**src/rtl/cnn_pkg.sv**
```systemverilog
// Shared CNN accelerator definitions: DRAM region map, word widths, layer FSM encodings.
// Pure declarations, no latency.
// No flow control of its own.
package cnn_pkg;

  localparam int CNN_DATA_WIDTH    = 32;
  localparam int CNN_ADDR_WIDTH    = 18;

  localparam int WEIGHT_BASE       = 0;
  localparam int IFMAP_REGION_BASE = 65536;
  localparam int CONV_OUT_BASE     = 131072;
  localparam int POOL_OUT_BASE     = 196608;

  localparam int CH_BITS  = 4;
  localparam int POS_BITS = 5;
  localparam int PIX_BITS = CH_BITS + 2 * POS_BITS;

  typedef enum logic [2:0] {
    ST_IDLE  = 3'd0,
    ST_READ  = 3'd1,
    ST_LAST  = 3'd2,
    ST_WRITE = 3'd3,
    ST_DONE  = 3'd4
  } pool_state_t;

  // Word offset of one feature-map element inside its DRAM region.
  typedef struct packed {
    logic [CH_BITS-1:0]  c;
    logic [POS_BITS-1:0] y;
    logic [POS_BITS-1:0] x;
  } pix_addr_t;

  function automatic pix_addr_t make_pix_addr(input logic [CH_BITS-1:0] c,
                                              input logic [POS_BITS-1:0] y,
                                              input logic [POS_BITS-1:0] x);
    pix_addr_t p;
    p.c = c;
    p.y = y;
    p.x = x;
    return p;
  endfunction

endpackage

```
**src/rtl/max_relu_unit.sv**
```systemverilog
// Signed running maximum over a 2x2 window, with ReLU applied on the output register.
// Folds a word in the cycle it is presented; dout updates one cycle after out_load.
// No backpressure: caller asserts fold_vld only for words that were actually returned.
module max_relu_unit #(
  parameter int DATA_WIDTH = 32
) (
  input  logic                  clk,
  input  logic                  srstn,
  input  logic                  fold_vld,
  input  logic                  fold_first,
  input  logic [DATA_WIDTH-1:0] din,
  input  logic                  out_load,
  output logic [DATA_WIDTH-1:0] dout
);

  logic signed [DATA_WIDTH-1:0] max_q;
  logic signed [DATA_WIDTH-1:0] din_s;
  logic signed [DATA_WIDTH-1:0] folded;

  assign din_s = din;

  // The first word of a window replaces whatever the previous window left behind.
  always_comb begin
    folded = max_q;
    if (fold_vld && (fold_first || (din_s > max_q))) begin
      folded = din_s;
    end
  end

  always_ff @(posedge clk or negedge srstn) begin
    if (!srstn) begin
      max_q <= '0;
      dout  <= '0;
    end else begin
      if (fold_vld) begin
        max_q <= folded;
      end
      if (out_load) begin
        dout <= folded[DATA_WIDTH-1] ? '0 : folded;
      end
    end
  end

endmodule

```
**src/rtl/max_pool_layer.sv**
```systemverilog
// 2x2/stride-2 max pool + ReLU over a DRAM-resident feature map, result written back to DRAM.
// 6 cycles per output pixel when unstalled (4 reads, 1 fold, 1 write).
// dram_valid=0 holds the pending read or write request and all counters unchanged.
module max_pool_layer
  import cnn_pkg::*;
#(
  parameter int DATA_WIDTH   = CNN_DATA_WIDTH,
  parameter int ADDR_WIDTH   = CNN_ADDR_WIDTH,
  parameter int NUM_CHNL     = 16,
  parameter int IFMAP_WIDTH  = 10,
  parameter int IFMAP_HEIGHT = 10,
  parameter int IFMAP_BASE   = CONV_OUT_BASE,
  parameter int OFMAP_BASE   = POOL_OUT_BASE
) (
  input  logic                  clk,
  input  logic                  srstn,
  input  logic                  enable,
  input  logic                  dram_valid,
  input  logic [DATA_WIDTH-1:0] data_in,
  output logic [DATA_WIDTH-1:0] data_out,
  output logic [ADDR_WIDTH-1:0] addr_in,
  output logic [ADDR_WIDTH-1:0] addr_out,
  output logic                  dram_en_rd,
  output logic                  dram_en_wr,
  output logic                  done
);

  localparam int OBITS = POS_BITS - 1;

  pool_state_t        state_q, state_d;
  logic [1:0]         win_q;
  logic [CH_BITS-1:0] c_q;
  logic [OBITS-1:0]   oy_q, ox_q;
  logic               fold_vld_q, fold_first_q;

  logic      rd_acc, wr_acc;
  logic      ox_last, oy_last, c_last, frame_last;
  pix_addr_t rd_pix, wr_pix;

  assign rd_acc     = (state_q == ST_READ)  && dram_valid;
  assign wr_acc     = (state_q == ST_WRITE) && dram_valid;
  assign ox_last    = (ox_q == OBITS'(IFMAP_WIDTH / 2 - 1));
  assign oy_last    = (oy_q == OBITS'(IFMAP_HEIGHT / 2 - 1));
  assign c_last     = (c_q == CH_BITS'(NUM_CHNL - 1));
  assign frame_last = ox_last && oy_last && c_last;

  // Window position (dy,dx) is the window counter itself: (0,0),(0,1),(1,0),(1,1).
  assign rd_pix = make_pix_addr(c_q, {oy_q, win_q[1]}, {ox_q, win_q[0]});
  assign wr_pix = make_pix_addr(c_q, {1'b0, oy_q}, {1'b0, ox_q});

  always_ff @(posedge clk or negedge srstn) begin
    if (!srstn) begin
      state_q <= ST_IDLE;
    end else begin
      state_q <= state_d;
    end
  end

  always_comb begin
    state_d = state_q;
    unique case (state_q)
      ST_IDLE:  if (enable) state_d = ST_READ;
      ST_READ:  if (dram_valid && (win_q == 2'd3)) state_d = ST_LAST;
      ST_LAST:  state_d = ST_WRITE;
      ST_WRITE: if (dram_valid) state_d = frame_last ? ST_DONE : ST_READ;
      ST_DONE:  state_d = ST_IDLE;
      default:  state_d = ST_IDLE;
    endcase
  end

  always_comb begin
    dram_en_rd = 1'b0;
    dram_en_wr = 1'b0;
    addr_in    = '0;
    addr_out   = '0;
    done       = 1'b0;
    unique case (state_q)
      ST_READ: begin
        dram_en_rd = 1'b1;
        addr_in    = ADDR_WIDTH'(IFMAP_BASE) + ADDR_WIDTH'(rd_pix);
      end
      ST_WRITE: begin
        dram_en_wr = 1'b1;
        addr_out   = ADDR_WIDTH'(OFMAP_BASE) + ADDR_WIDTH'(wr_pix);
      end
      ST_DONE: done = 1'b1;
      default: ;
    endcase
  end

  always_ff @(posedge clk or negedge srstn) begin
    if (!srstn) begin
      win_q        <= '0;
      c_q          <= '0;
      oy_q         <= '0;
      ox_q         <= '0;
      fold_vld_q   <= 1'b0;
      fold_first_q <= 1'b0;
    end else begin
      // Read data returns one cycle after acceptance, so the fold qualifiers trail by one.
      fold_vld_q   <= rd_acc;
      fold_first_q <= (win_q == 2'd0);
      if (state_q == ST_IDLE) begin
        win_q <= '0;
        c_q   <= '0;
        oy_q  <= '0;
        ox_q  <= '0;
      end
      if (rd_acc) begin
        win_q <= win_q + 2'd1;
      end
      if (wr_acc) begin
        if (ox_last) begin
          ox_q <= '0;
          if (oy_last) begin
            oy_q <= '0;
            c_q  <= c_last ? '0 : c_q + CH_BITS'(1);
          end else begin
            oy_q <= oy_q + OBITS'(1);
          end
        end else begin
          ox_q <= ox_q + OBITS'(1);
        end
      end
    end
  end

  max_relu_unit #(
    .DATA_WIDTH (DATA_WIDTH)
  ) u_max_relu (
    .clk        (clk),
    .srstn      (srstn),
    .fold_vld   (fold_vld_q),
    .fold_first (fold_first_q),
    .din        (data_in),
    .out_load   (state_q == ST_LAST),
    .dout       (data_out)
  );

endmodule

```
**config.mk**
```make
export PLATFORM = sky130hd
export DESIGN_NAME = max_pool_layer
export DESIGN_NICKNAME = d
export VERILOG_FILES = /design/src/rtl/cnn_pkg.sv /design/src/rtl/max_relu_unit.sv /design/src/rtl/max_pool_layer.sv
export SDC_FILE = /design/constraint.sdc
export NUM_CORES = 1
export LEC_CHECK = 0
export ABC_CLOCK_PERIOD_IN_PS = 3350
export CORE_MARGIN = 2
export CORE_UTILIZATION = 51
export DETAILED_ROUTE_END_ITERATION = 10
export PLACE_DENSITY = 0.81
export SETUP_SLACK_MARGIN = 0.2
export SLEW_MARGIN = 20
export SYNTH_ARGS = -nofsm -noshare
export SYNTH_HDL_FRONTEND = slang
export SYNTH_SLANG_ARGS = --single-unit
export TNS_END_PERCENT = 20
```
**constraint.sdc**
```tcl
create_clock -name clk -period 3.35 [get_ports clk]
set_clock_uncertainty 0.05 [all_clocks]
set_input_delay 0.67 -clock clk [delete_from_list [all_inputs] [get_ports clk]]
set_output_delay 0.67 -clock clk [all_outputs]
set_load 0.01 [all_outputs]
```
==> impl_metrics.prom <==
# TYPE chip_impl_metric gauge
chip_impl_metric{name="drive_gt1_frac",unit=""} 0.1604
chip_impl_metric{name="critical_path_peak_fanout",unit=""} 8
chip_impl_metric{name="drcViolationCount",unit=""} 0
chip_impl_info{name="synth.most_common_cell",value="dfrtp_1"} 1
chip_impl_metric{name="yosys_register_bits",unit=""} 82
chip_impl_metric{name="reg2regPathDepth",unit=""} 12
chip_impl_metric{name="drt_pass1_iterations",unit=""} 4
chip_impl_metric{name="worst-endpoint-arrival",unit="ns"} 3.39
chip_impl_metric{name="antennaDiodeCount",unit=""} 0
chip_impl_metric{name="mappedNetlistArea",unit="sq um"} 4713
chip_impl_metric{name="number_of_antenna_violations_at_the_first_check_in_global_routing",unit=""} 0
chip_impl_metric{name="grt_pass1_vias",unit=""} 3785
chip_impl_metric{name="fin_area",unit="sq um"} 6665
chip_impl_metric{name="io-pin-count",unit=""} 107
chip_impl_metric{name="setup_total_negative_slack",unit="ns"} 0
chip_impl_metric{name="ctsHtreeMaxLevel",unit=""} 3
chip_impl_metric{name="syn-instance-count",unit=""} 447
chip_impl_metric{name="synth-edff-count",unit=""} 0
chip_impl_metric{name="wl_per_cell",unit="um"} 18.57
chip_impl_metric{name="power.density_cell_area",unit="nW/um^2"} 745.4
chip_impl_metric{name="avgSynthCellArea",unit="sq um"} 10.54
chip_impl_metric{name="cts.clk_slew.worst_paths",unit="ns"} 0.09
chip_impl_metric{name="die-height",unit="um"} 100.1
chip_impl_metric{name="met3_usage",unit=""} 0.05641
chip_impl_metric{name="slew_violations",unit=""} 0
chip_impl_metric{name="gr-usage-all-layers",unit=""} 0.2349
chip_impl_metric{name="fp.dieW",unit="um"} 100.1
chip_impl_info{name="ys_top_cells_by_count",value="dfrtp_1 (82), and2_1 (59), inv_1 (40)"} 1
chip_impl_metric{name="floorplan.initialDensity",unit=""} 0.5174
chip_impl_metric{name="reg2reg_setup_slack",unit="ns"} 0.28
chip_impl_metric{name="fin_worst_hold_slack",unit="ns"} 0.2912
chip_impl_info{name="synth_area_leader_cell",value="dfrtp_1"} 1
chip_impl_info{name="tritoncts",value="yes"} 1
chip_impl_metric{name="layout-area-overhead-vs-synth",unit="%"} 41.41
chip_impl_metric{name="num_vias",unit=""} 4047
chip_impl_metric{name="timing.max_cap.violations",unit=""} 0
chip_impl_metric{name="maxClockFrequency",unit="MHz"} 313.2
chip_impl_metric{name="synth_seq_area_share",unit=""} 0.4354
chip_impl_metric{name="worst_ep_required_time",unit="ns"} 3.55
chip_impl_metric{name="design.die.area",unit="sq um"} 10030
chip_impl_metric{name="clk_path_buf_depth",unit=""} 2
chip_impl_info{name="r2r-start",value="u_max_relu.max_q[31]"} 1
chip_impl_metric{name="detail-route-antenna-nets",unit=""} 0
chip_impl_info{name="timing.hold.worst.class",value="in2async"} 1
chip_impl_info{name="rr_endpoint",value="u_max_relu.dout[26]"} 1
chip_impl_info{name="rsz0062_at_grt",value="true"} 1
chip_impl_metric{name="slew_headroom",unit=""} 0.4429
chip_impl_metric{name="synth_warnings",unit=""} 0
chip_impl_metric{name="dp_slack",unit="ns"} -0.3778
chip_impl_info{name="worstSetupStartpoint",value="data_in[22]"} 1
chip_impl_metric{name="final_critical_path_setup_slack",unit="ns"} 0.1567
chip_impl_metric{name="grt_util_met2",unit=""} 0.3898
chip_impl_info{name="run_status",value="completed"} 1
chip_impl_metric{name="synthDominantCellAreaShare",unit=""} 0.4354
chip_impl_metric{name="final_critical_path_share_of_the_clock_period",unit=""} 0.9532
chip_impl_metric{name="vdd_ir_max",unit="mV"} 0.3567
chip_impl_metric{name="tightestPinTransition",unit="ns"} 0.8292
chip_impl_metric{name="grt_start_max_net_pins",unit=""} 83
chip_impl_metric{name="grt_pass1_wl",unit="mm"} 18.54
chip_impl_metric{name="timing.final.setup_violations",unit=""} 0
chip_impl_metric{name="std_cell_rows",unit=""} 35
chip_impl_metric{name="placeableCoreArea",unit="sq um"} 9109
chip_impl_metric{name="place_hpwl",unit="mm"} 7.670
chip_impl_metric{name="design.final.nets",unit=""} 656
chip_impl_info{name="busiest_metal_layer_after_global_routing",value="met2"} 1
chip_impl_metric{name="worst_skew_pair.late_latency",unit="ns"} 0.38
chip_impl_info{name="synth-main-ff-cell",value="dfrtp_1"} 1
chip_impl_metric{name="io_buffers",unit=""} 98
chip_impl_info{name="worst_setup_path_start_kind",value="primary input"} 1
chip_impl_metric{name="gr-usage-met1",unit=""} 0.3065
chip_impl_metric{name="power.leakage",unit="uW"} 0.003158
chip_impl_metric{name="yosys.cell_types.count",unit=""} 45
chip_impl_metric{name="layout_min_cycle_time",unit="ns"} 3.193
chip_impl_info{name="cts-root-buf",value="clkbuf_8"} 1
chip_impl_info{name="synth.area.top_cells",value="dfrtp_1 (44%), ha_1 (10%), and2_1 (7.8%)"} 1
chip_impl_metric{name="cts.sinks",unit=""} 82
chip_impl_metric{name="drt_first_iter_violations",unit=""} 198
chip_impl_metric{name="ys_async_sr_fraction",unit=""} 1.000
chip_impl_metric{name="cts.hold.buffers_added",unit=""} 0
chip_impl_metric{name="cts_buffers",unit=""} 9
chip_impl_info{name="critical_path.endpoint_type",value="flop"} 1
chip_impl_metric{name="grt_remaining_overflow",unit=""} 0
chip_impl_metric{name="route.final.wire_length",unit="mm"} 12.95
chip_impl_metric{name="final_hold_viol_count",unit=""} 0
chip_impl_metric{name="postPlaceCellArea",unit="sq um"} 5973
chip_impl_info{name="crit_type",value="in2reg"} 1
chip_impl_metric{name="fillers",unit=""} 618
chip_impl_metric{name="detail_route.vias_per_cell",unit=""} 5.806
chip_impl_metric{name="gpl.final_weighted_congestion",unit=""} 0.8185
## placed cells by master (no fill, tap or decap), types with 3 or more instances in the layout
cell type / count
ha_1: 27
inv_1: 40
a21oi_2: 3
ha_4: 12
o31ai_1: 9
clkdlybuf4s50_1: 72
nand4_1: 6
buf_12: 4
nor3_1: 7
dfrtp_1: 82
mux2_1: 32
buf_4: 35
clkbuf_8: 9
nand4_4: 3
nor2_1: 10
buf_6: 4
clkbuf_16: 4
o21ai_0: 13
dlymetal6s2s_1: 14
and2_1: 59
a221o_1: 32
nand2_1: 25
nor2b_1: 4
nand3_1: 9
dlygate4sd2_1: 11
conb_1: 8
a21oi_1: 12
## per-layer routing
layer | wire length [um] | vias up
met5 | 0 | -
met4 | 375 | 0
met3 | 906 | 36
met2 | 6308 | 165
met1 | 5354 | 1996
li1 | - | 1850
## state kept, by name (all words and copies together), names as in the netlist
| register | count |
|---|---|
| state_q | 3 |
| ox_q | 4 |
| fold_first_q | 1 |
| u_max_relu.max_q | 32 |
| u_max_relu.dout | 31 |
| c_q | 4 |
| fold_vld_q | 1 |
| oy_q | 4 |
| win_q | 2 |
## stage by stage
stage               instances  power [uW]    util
detailed placement        669        3646  0.6558
floorplan                 454        2802       -
finish                    697        4968  0.7317
global placement          669        3548  0.6558
CTS                       689        4575  0.6952
global route              697        5273  0.7317
## worst max-delay path, cell delays in order
cell and delay, ns:
clkdlybuf4s50_1 0.46, ha_1 0.33, nand2_2 0.08, nor4_4 0.29
buf_4 0.18, a22oi_2 0.07, buf_4 0.15, nand3_1 0.08
nor4b_1 0.07, or3b_4 0.47, clkbuf_16 0.20, a221o_1 0.35
## power by group
group / switching (uW) / internal (uW) / leakage [uW] / total, uW
clock: 400 / 427 / 0.000112 / 828
combinational: 1170 / 1330 / 0.00200 / 2500
sequential: 303 / 1340 / 0.00105 / 1640
## area by class of cell
| class | instances | area, sq um | area share |
|---|---|---|---|
| multi-input cells | 303 | 2591 | 0.3888 |
| flip-flops and latches | 82 | 2052 | 0.3079 |
| repair buffers | 145 | 1508 | 0.2262 |
| inverters | 40 | 150.1 | 0.02253 |
| well taps | 111 | 138.9 | 0.02084 |
| clock buffers | 9 | 123.9 | 0.01858 |
| clock inverters | 7 | 101.3 | 0.01521 |
## kinds of logic (layout without fill, tap and decap cells)
kind of cell             count (synthesis)  in the layout  synth area share
AND/OR/NAND/NOR                        141            141            0.1749
AO/OA/AOI/OAI                           83             83            0.1357
flip-flops                              82             82            0.4354
buffers and inverters                   69            201           0.07327
adder cells (fa/ha/maj)                 39             39            0.1035
multiplexers                            32             32           0.07645
other                                    1              8         0.0007956
## timing repair
action | in CTS | in global routing
endpoints found under the setup margin | 63 | 64
pin swaps | 16 | 21
setup buffers | 3 | 3
cloned | 1 | 5
endpoints found under the hold margin | 0 | 0
gates resized for setup | 23 | 32
## how the worst max path moves through the flow
stage | endpoint | depth (start not counted)
floorplan | u_max_relu.max_q[0] | 9
global placement | u_max_relu.dout[10] | 10
detailed placement | u_max_relu.dout[26] | 10
CTS | u_max_relu.dout[20] | 10
global route | u_max_relu.max_q[8] | 11
finish | u_max_relu.dout[26] | 12
(Power assumes the default switching activity.)
